## config.mk

```make
export PLATFORM = sky130hd
export DESIGN_NAME = regfile_8x16
export DESIGN_NICKNAME = d
export VERILOG_FILES = /design/src/rtl/regfile_8x16_pkg.sv /design/src/rtl/regfile_8x16_scoreboard.sv /design/src/rtl/regfile_8x16.sv
export SDC_FILE = /design/constraint.sdc
export NUM_CORES = 1
export LEC_CHECK = 0
export ABC_AREA = 1
export ABC_CLOCK_PERIOD_IN_PS = 2590
export CAP_MARGIN = 25
export CORE_MARGIN = 2
export CORE_UTILIZATION = 30
export DETAILED_ROUTE_END_ITERATION = 8
export GPL_ROUTABILITY_DRIVEN = 0
export PLACE_DENSITY = 0.57
export SYNTH_ARGS = -nofsm -noshare
export SYNTH_HDL_FRONTEND = slang
export SYNTH_SLANG_ARGS = --single-unit
```

## constraint.sdc

```tcl
create_clock -name clk -period 2.59 [get_ports clk]
set_clock_uncertainty 0.1 [all_clocks]
set_input_delay 0.518 -clock clk [delete_from_list [all_inputs] [get_ports clk]]
set_output_delay 0.518 -clock clk [all_outputs]
set_load 0.01 [all_outputs]
```

## src/rtl/regfile_8x16_pkg.sv

```systemverilog
// Shared datapath constants for the register file, ALU operand mux and decode.
package regfile_8x16_pkg;
   localparam int WIDTH    = 16;
   localparam int NREG     = 8;
   localparam int AW       = 3;
   localparam int ZERO_REG = 0;
endpackage

```

## src/rtl/regfile_8x16_scoreboard.sv

```systemverilog
// Busy-bit scoreboard: issue marks a destination outstanding, writeback retires it,
// and reads of an outstanding register raise stall unless bypassed this cycle.
module regfile_8x16_scoreboard
   import regfile_8x16_pkg::*;
#(
   parameter int NREG = regfile_8x16_pkg::NREG,
   parameter int AW   = regfile_8x16_pkg::AW
) (
   input  logic          clk,
   input  logic          rst,
   input  logic          iss_v,
   input  logic [AW-1:0] iss_rd,
   input  logic          we,
   input  logic [AW-1:0] wa,
   input  logic [AW-1:0] ra1,
   input  logic [AW-1:0] ra2,
   output logic          stall
);

   logic [NREG-1:0] busy;
   logic            hz1, hz2;

   // Bit 0 is only ever written by reset, so it stays clear. Set is checked
   // first: a fresh producer on the same index keeps the register busy.
   always_ff @(posedge clk) begin
      if (rst) begin
         busy <= '0;
      end else begin
         for (int i = 1; i < NREG; i++) begin
            if (iss_v && iss_rd == AW'(i))
               busy[i] <= 1'b1;
            else if (we && wa == AW'(i))
               busy[i] <= 1'b0;
         end
      end
   end

   assign hz1   = (ra1 != AW'(ZERO_REG)) & busy[ra1] & ~(we & (wa == ra1));
   assign hz2   = (ra2 != AW'(ZERO_REG)) & busy[ra2] & ~(we & (wa == ra2));
   assign stall = hz1 | hz2;

endmodule

```

## src/rtl/regfile_8x16.sv

```systemverilog
// 8x16 register file: two combinational read ports with write-through bypass,
// one synchronous write port, r0 hardwired to zero, busy-bit stall generation.
module regfile_8x16
   import regfile_8x16_pkg::*;
#(
   parameter int WIDTH = regfile_8x16_pkg::WIDTH,
   parameter int NREG  = regfile_8x16_pkg::NREG,
   parameter int AW    = regfile_8x16_pkg::AW
) (
   input  logic             clk,
   input  logic             rst,
   input  logic             we,
   input  logic [AW-1:0]    wa,
   input  logic [WIDTH-1:0] wd,
   input  logic [AW-1:0]    ra1,
   input  logic [AW-1:0]    ra2,
   output logic [WIDTH-1:0] rd1,
   output logic [WIDTH-1:0] rd2,
   input  logic             iss_v,
   input  logic [AW-1:0]    iss_rd,
   output logic             stall
);

   logic [NREG-1:0][WIDTH-1:0] regs;

   always_ff @(posedge clk) begin
      if (rst)
         regs <= '0;
      else if (we && wa != AW'(ZERO_REG))
         regs[wa] <= wd;
   end

   // r0 override comes last so a discarded write to r0 can never bypass out.
   always_comb begin
      rd1 = regs[ra1];
      if (we && wa == ra1) rd1 = wd;
      if (ra1 == AW'(ZERO_REG)) rd1 = '0;
      rd2 = regs[ra2];
      if (we && wa == ra2) rd2 = wd;
      if (ra2 == AW'(ZERO_REG)) rd2 = '0;
   end

   regfile_8x16_scoreboard #(.NREG(NREG), .AW(AW)) u_sb (
      .clk    (clk),
      .rst    (rst),
      .iss_v  (iss_v),
      .iss_rd (iss_rd),
      .we     (we),
      .wa     (wa),
      .ra1    (ra1),
      .ra2    (ra2),
      .stall  (stall)
   );

endmodule

```

# Yosys cells after proc, flatten, opt, wreduce, memory -nomap -nowiden
# Index checks and enable logic that the tools add are counted.
[word_totals]
ff_bits = 135
inputBits = 32
output_inout_bits = 33
word_cells = 103
[op_classes]
order_cmp = 4
eq_ne = 16
mux = 29
bitwise_logic = 9
reduce_logical = 30
[ops]
columns = ["operator", "count"]
rows = [
  ["$bwmux W128", 1],
  ["$mux W16", 7],
  ["$bmux W16 S3", 2],
  ["$demux W16 S3", 1],
  ["$eq A3 B3 Y1 const B", 8],
  ["$logic_and A1 B1 Y1", 18],
  ["$mux W1", 16],
  ["$reduce_bool A2 Y1", 7],
  ["$eq A3 B2 Y1 const B", 4],
  ["$lt A3 B4 Y1 const B", 3],
  ["$reduce_bool A3 Y1", 3],
  ["$and A1 B1 Y1", 6],
  ["$bmux W1 S3", 2],
  ["$eq A3 B1 Y1 const B", 2],
  ["$eq A3 B3 Y1", 2],
  ["$logic_not A3 Y1", 2],
  ["$ge A3 B1 Y1 const B", 1],
  ["$not A1 Y1", 2],
  ["$or A1 B1 Y1", 1],
]

# Longest topological paths before layout
[logic_depth]
ltp_word = 5
ltp_mapped = 10

# Hierarchy
# A second synthesis with hierarchy kept.
[hier_totals]
cells_unflattened = 1322
area_unflattened_um2 = 8092.8
[by_module_without_submodules]
columns = ["module", "instances", "cells_per_inst", "area_each_um2", "seq_area_each_um2"]
rows = [
  ["regfile_8x16", 1, 1205, 7500.9, 2562.5],
  ["regfile_8x16_scoreboard", 1, 117, 591.8, 140.1],
]

# Least setup slack after synthesis
# OpenSTA, ideal clock, no wires.
[synth_timing]
kind = "input to output"
startpoint = "in ra1[1]"
endpoint = "out rd1[10]"
arrival_time_ps = 1579
required_ps = 1972
setup_slack_ps = 393
stages = 10
n_path_buf = 2
path_cell_list = "buf_2 > inv_2 > nand2_1 > nand2_1 > nor2_4 > nand2_2 > buf_6 > nand2_1 > nor2_1 > nor2_1"
[synth_via]
elab_chain_len = 4
word_cells_on_any_way = 7
[synth_rtl]
columns = ["item", "line_no", "rtl"]
rows = [
  ["start: declaration", "regfile_8x16.sv:15", "input logic [AW-1:0] ra1,"],
  ["$bmux W16 S3 / $eq A3 B3 Y1 (equally long branches)", "regfile_8x16.sv:35, regfile_8x16.sv:36", ""],
  ["$mux W16 (implied by the code) / $logic_and A1 B1 Y1 (equally long branches)", "regfile_8x16.sv:35, regfile_8x16.sv:36", ""],
  ["$mux W16", "regfile_8x16.sv:36", "if (we && wa == ra1) rd1 = wd;"],
  ["$mux W16 (*)", "regfile_8x16.sv:37", "if (ra1 == AW'(ZERO_REG)) rd1 = '0;"],
  ["end: declaration", "regfile_8x16.sv:17", "output logic [WIDTH-1:0] rd1,"],
]
# Every way passes the cells marked *; elsewhere a longest branch is shown, timed or not. The select of a mux whose other input is x is not followed.

# Final worst setup path
[layout_timing]
startpoint = "in wa[2]"
endpoint = "out rd1[11]"
[layout_via]
elab_chain_len = 4
[layout_rtl]
columns = ["item", "line_no", "rtl"]
rows = [
  ["start: declaration", "regfile_8x16.sv:13", "input logic [AW-1:0] wa,"],
  ["$eq A3 B3 Y1", "regfile_8x16.sv:36", ""],
  ["$logic_and A1 B1 Y1", "regfile_8x16.sv:36", ""],
  ["$mux W16", "regfile_8x16.sv:36", ""],
  ["$mux W16", "regfile_8x16.sv:37", ""],
]
# Every way passes these cells.

==> results.yml <==
synthesis:
  ys_warn_count: 0
  synth_top_area_frac: 0.3448
  ys_seq_area_frac: 0.3448
  yosysTopAreaCell: "dfxtp_1"
  synthesis.nets: 1326
  synth.area.top_cells: "dfxtp_1 34%, nand2_1 21%, nand3_1 13%"
  synth_seq_cells: 135
  syn_area_um2: 7838
  synthCells: 1294
  synth_area_per_cell_um2: 6.057
  yosysUniqueCellTypes: 20
finish:
  n_antenna_cell: 0
  utilization: 0.3923
  drive_gt1_frac: 0.1547
  fin_area_um2: 10140
  fin_cells: 1738
  nFillCells: 2808
  fin_nets: 1422
  syn_to_final_growth_pct: 29.33
clock_network:
  cts_buffer_depth: 2
  clock-root-buffer: "clkbuf_16"
  worst_skew_pair.late_latency_ns: 0.42
  cts_buffers: 17
  clk_pin_slew_ns: 0.07
  htree_levels: 4
  clkSinkCount: 135
  cts_tree: "built"
detailed_routing:
  vias: 8909
  routed_wl_um: 29860
  viasPerCell: 5.126
  drtAntennaViolNets: 0
  drc: 0
  wl_per_cell_um: 17.18
  drt_pass1_iterations: 6
  drt_iter0_drc: 820
die:
  die_x_um: 165.6
  core_area_um2: 25840
  initial_core_util: 0.3033
  fp-row-count: 59
  io_pins: 65
  dieArea_um2: 27430
  die_y_um: 165.6
worst_hold_path:
  min_to: "regs[6]"
  hp-class: "reg -> reg"
  min_delay_path_depth: 2
  min_from: "regs[6]"
global_route:
  grt_max_degree: 49
  track_usage: 0.2181
  grt_pass1_vias: 8430
  antenna_found_initial: 0
  grt_first_pass_wirelength_um: 47290
  grt_remaining_overflow: 0
setup_path:
  crit_family: "buffers and inverters"
  cp_max_fo: 9
  worstPathArrival_ns: 1.88
  cpMostUsedCell: "nand2_1"
  rr_worst_depth: 2
  r2r_slack_ns: 1.78
  r2r_start: "regs[62]"
  cp_slowest_cell: "dlygate4sd2_1"
  cp-start-kind: "input pin"
  crit_path_max_incr_delay_ns: 0.24
  cp_cell_sequence: "dlygate4sd2_1 -> buf_6 -> nand2_1 -> nand2_1 -> nor2_4 -> nand2_2 -> buf_6 -> nand2_1 -> nor2_1 -> nor2_1 -> clkdlybuf4s15_2"
  cp_data_required_time_ns: 1.97
  reg2reg_to: "regs[62]"
  setup.worst_path.class: "in -> out"
  crit_buf_inv: 4
  end_kind: "output port"
pwr:
  power_leakage_nw: 4.341
  p_per_area_nw_per_um2: 568.1
  power_mw: 5.758
  vdd_drop_max_v: 0.0003512
timing:
  fin_crit_sh: 0.9652
  fin_hold_ws_ns: 0.3408
  period_minus_slack_ns: 2.500
  worst_slack_ns: 0.09017
  slew_violations: 0
  max_slew_margin: 0.6441
  rsz0062_at_grt: "true"
  max_freq_ghz: 0.4000
  worst_pin_slew_ns: 0.5339
  tns_ns: 0
  setup_violations: 0
  hold_violations: 0
status:
  outcome: "finished clean"
placed_design:
  pre_cts_ws_ns: -0.7109
  io_buffers: 64
  dpl.hpwl_um: 20660
  placed_cells: 1700
  place_area_um2: 9555
run:
  max_cap_violations: 0
## synthesized netlist by cell type
cell type,number
inv_1,54
nand4_1,16
buf_6,1
dfxtp_1,135
a211oi_1,97
nand3b_1,1
buf_2,42
nand2_1,430
nor2_1,217
buf_1,5
clkbuf_1,50
a21oi_1,23
o21ai_0,1
nand2_2,2
o21ai_1,1
nand3_1,199
inv_2,13
nor2_4,3
nor3_1,1
nor2_2,3
## cell usage in the layout, fill, tap and decap left out, drive strengths merged, types with 3 or more instances in the layout
cell type / n
nand3: 199
a21oi: 23
a211oi: 97
inv: 74
nand2: 432
buf: 137
clkinvlp: 3
clkbuf: 29
dlygate4sd2: 6
dfxtp: 135
nor2: 223
nand4: 16
clkdlybuf4s50: 20
## registers in the layout, indices dropped and copies added (netlist names)
signal     flops
u_sb.busy      7
regs         128
## report_power, final
part	switching, mW	internal (mW)	total [mW]
Clock	1.05	1.44	2.49
Sequential	0.0441	2.14	2.18
Combinational	0.667	0.419	1.09
## area by class of cell
cell class                      instances  area, um2  area share
Multi-Input combinational cell        994       4511      0.4450
Sequential cell                       135       2703      0.2666
Timing Repair Buffer                  175       1662      0.1639
Clock buffer                           18      429.2     0.04234
Tap cell                              335      419.2     0.04135
Inverter                               67      251.5     0.02481
Clock inverter                         14      161.4     0.01592
## what timing repair did
item,in CTS,in global routing
hold buffers,0,0
endpoints found under the hold margin,0,0
buffers inserted,5,2
gates resized for setup,138,25
pin swaps,18,3
setup endpoints to repair,33,28
## metal layers
layer | track usage | up-vias | share of wire
met4 | 0.07940 | 0 | 0.027
met2 | 0.3440 | 380 | 0.45
li1 | - | 4412 | -
met5 | 0 | - | 0
met3 | 0.05137 | 55 | 0.075
met1 | 0.2908 | 4062 | 0.45
## cells by family after synthesis
| logic type | after synthesis | synth area share |
|---|---|---|
| compound gates | 122 | 0.1089 |
| buf+inv | 165 | 0.08669 |
| flops | 135 | 0.3448 |
| simple gates | 872 | 0.4596 |
## worst register-to-register path, delay by kind of cell (launching register included)
kind | cells | cell delay, ns
flip-flops | 1 | 0.35
AO/OA/AOI/OAI | 1 | 0.22
buffers and inverters | 1 | 0.06
## worst max-delay path by stage
| stage | startpoint | endpoint | slack, ns | cells past startpoint |
|---|---|---|---|---|
| floorplan | ra1[1] | rd1[10] | 0.39 | 10 |
| global placement | ra1[1] | rd1[4] | -0.72 | 10 |
| detailed placement | wa[1] | rd1[6] | -0.71 | 11 |
| CTS | ra1[2] | rd1[10] | 0.008 | 11 |
| global route | wa[2] | rd1[7] | -0.01 | 11 |
| finish | wa[2] | rd1[11] | 0.09 | 11 |
Power figures use the tool's default switching activity.
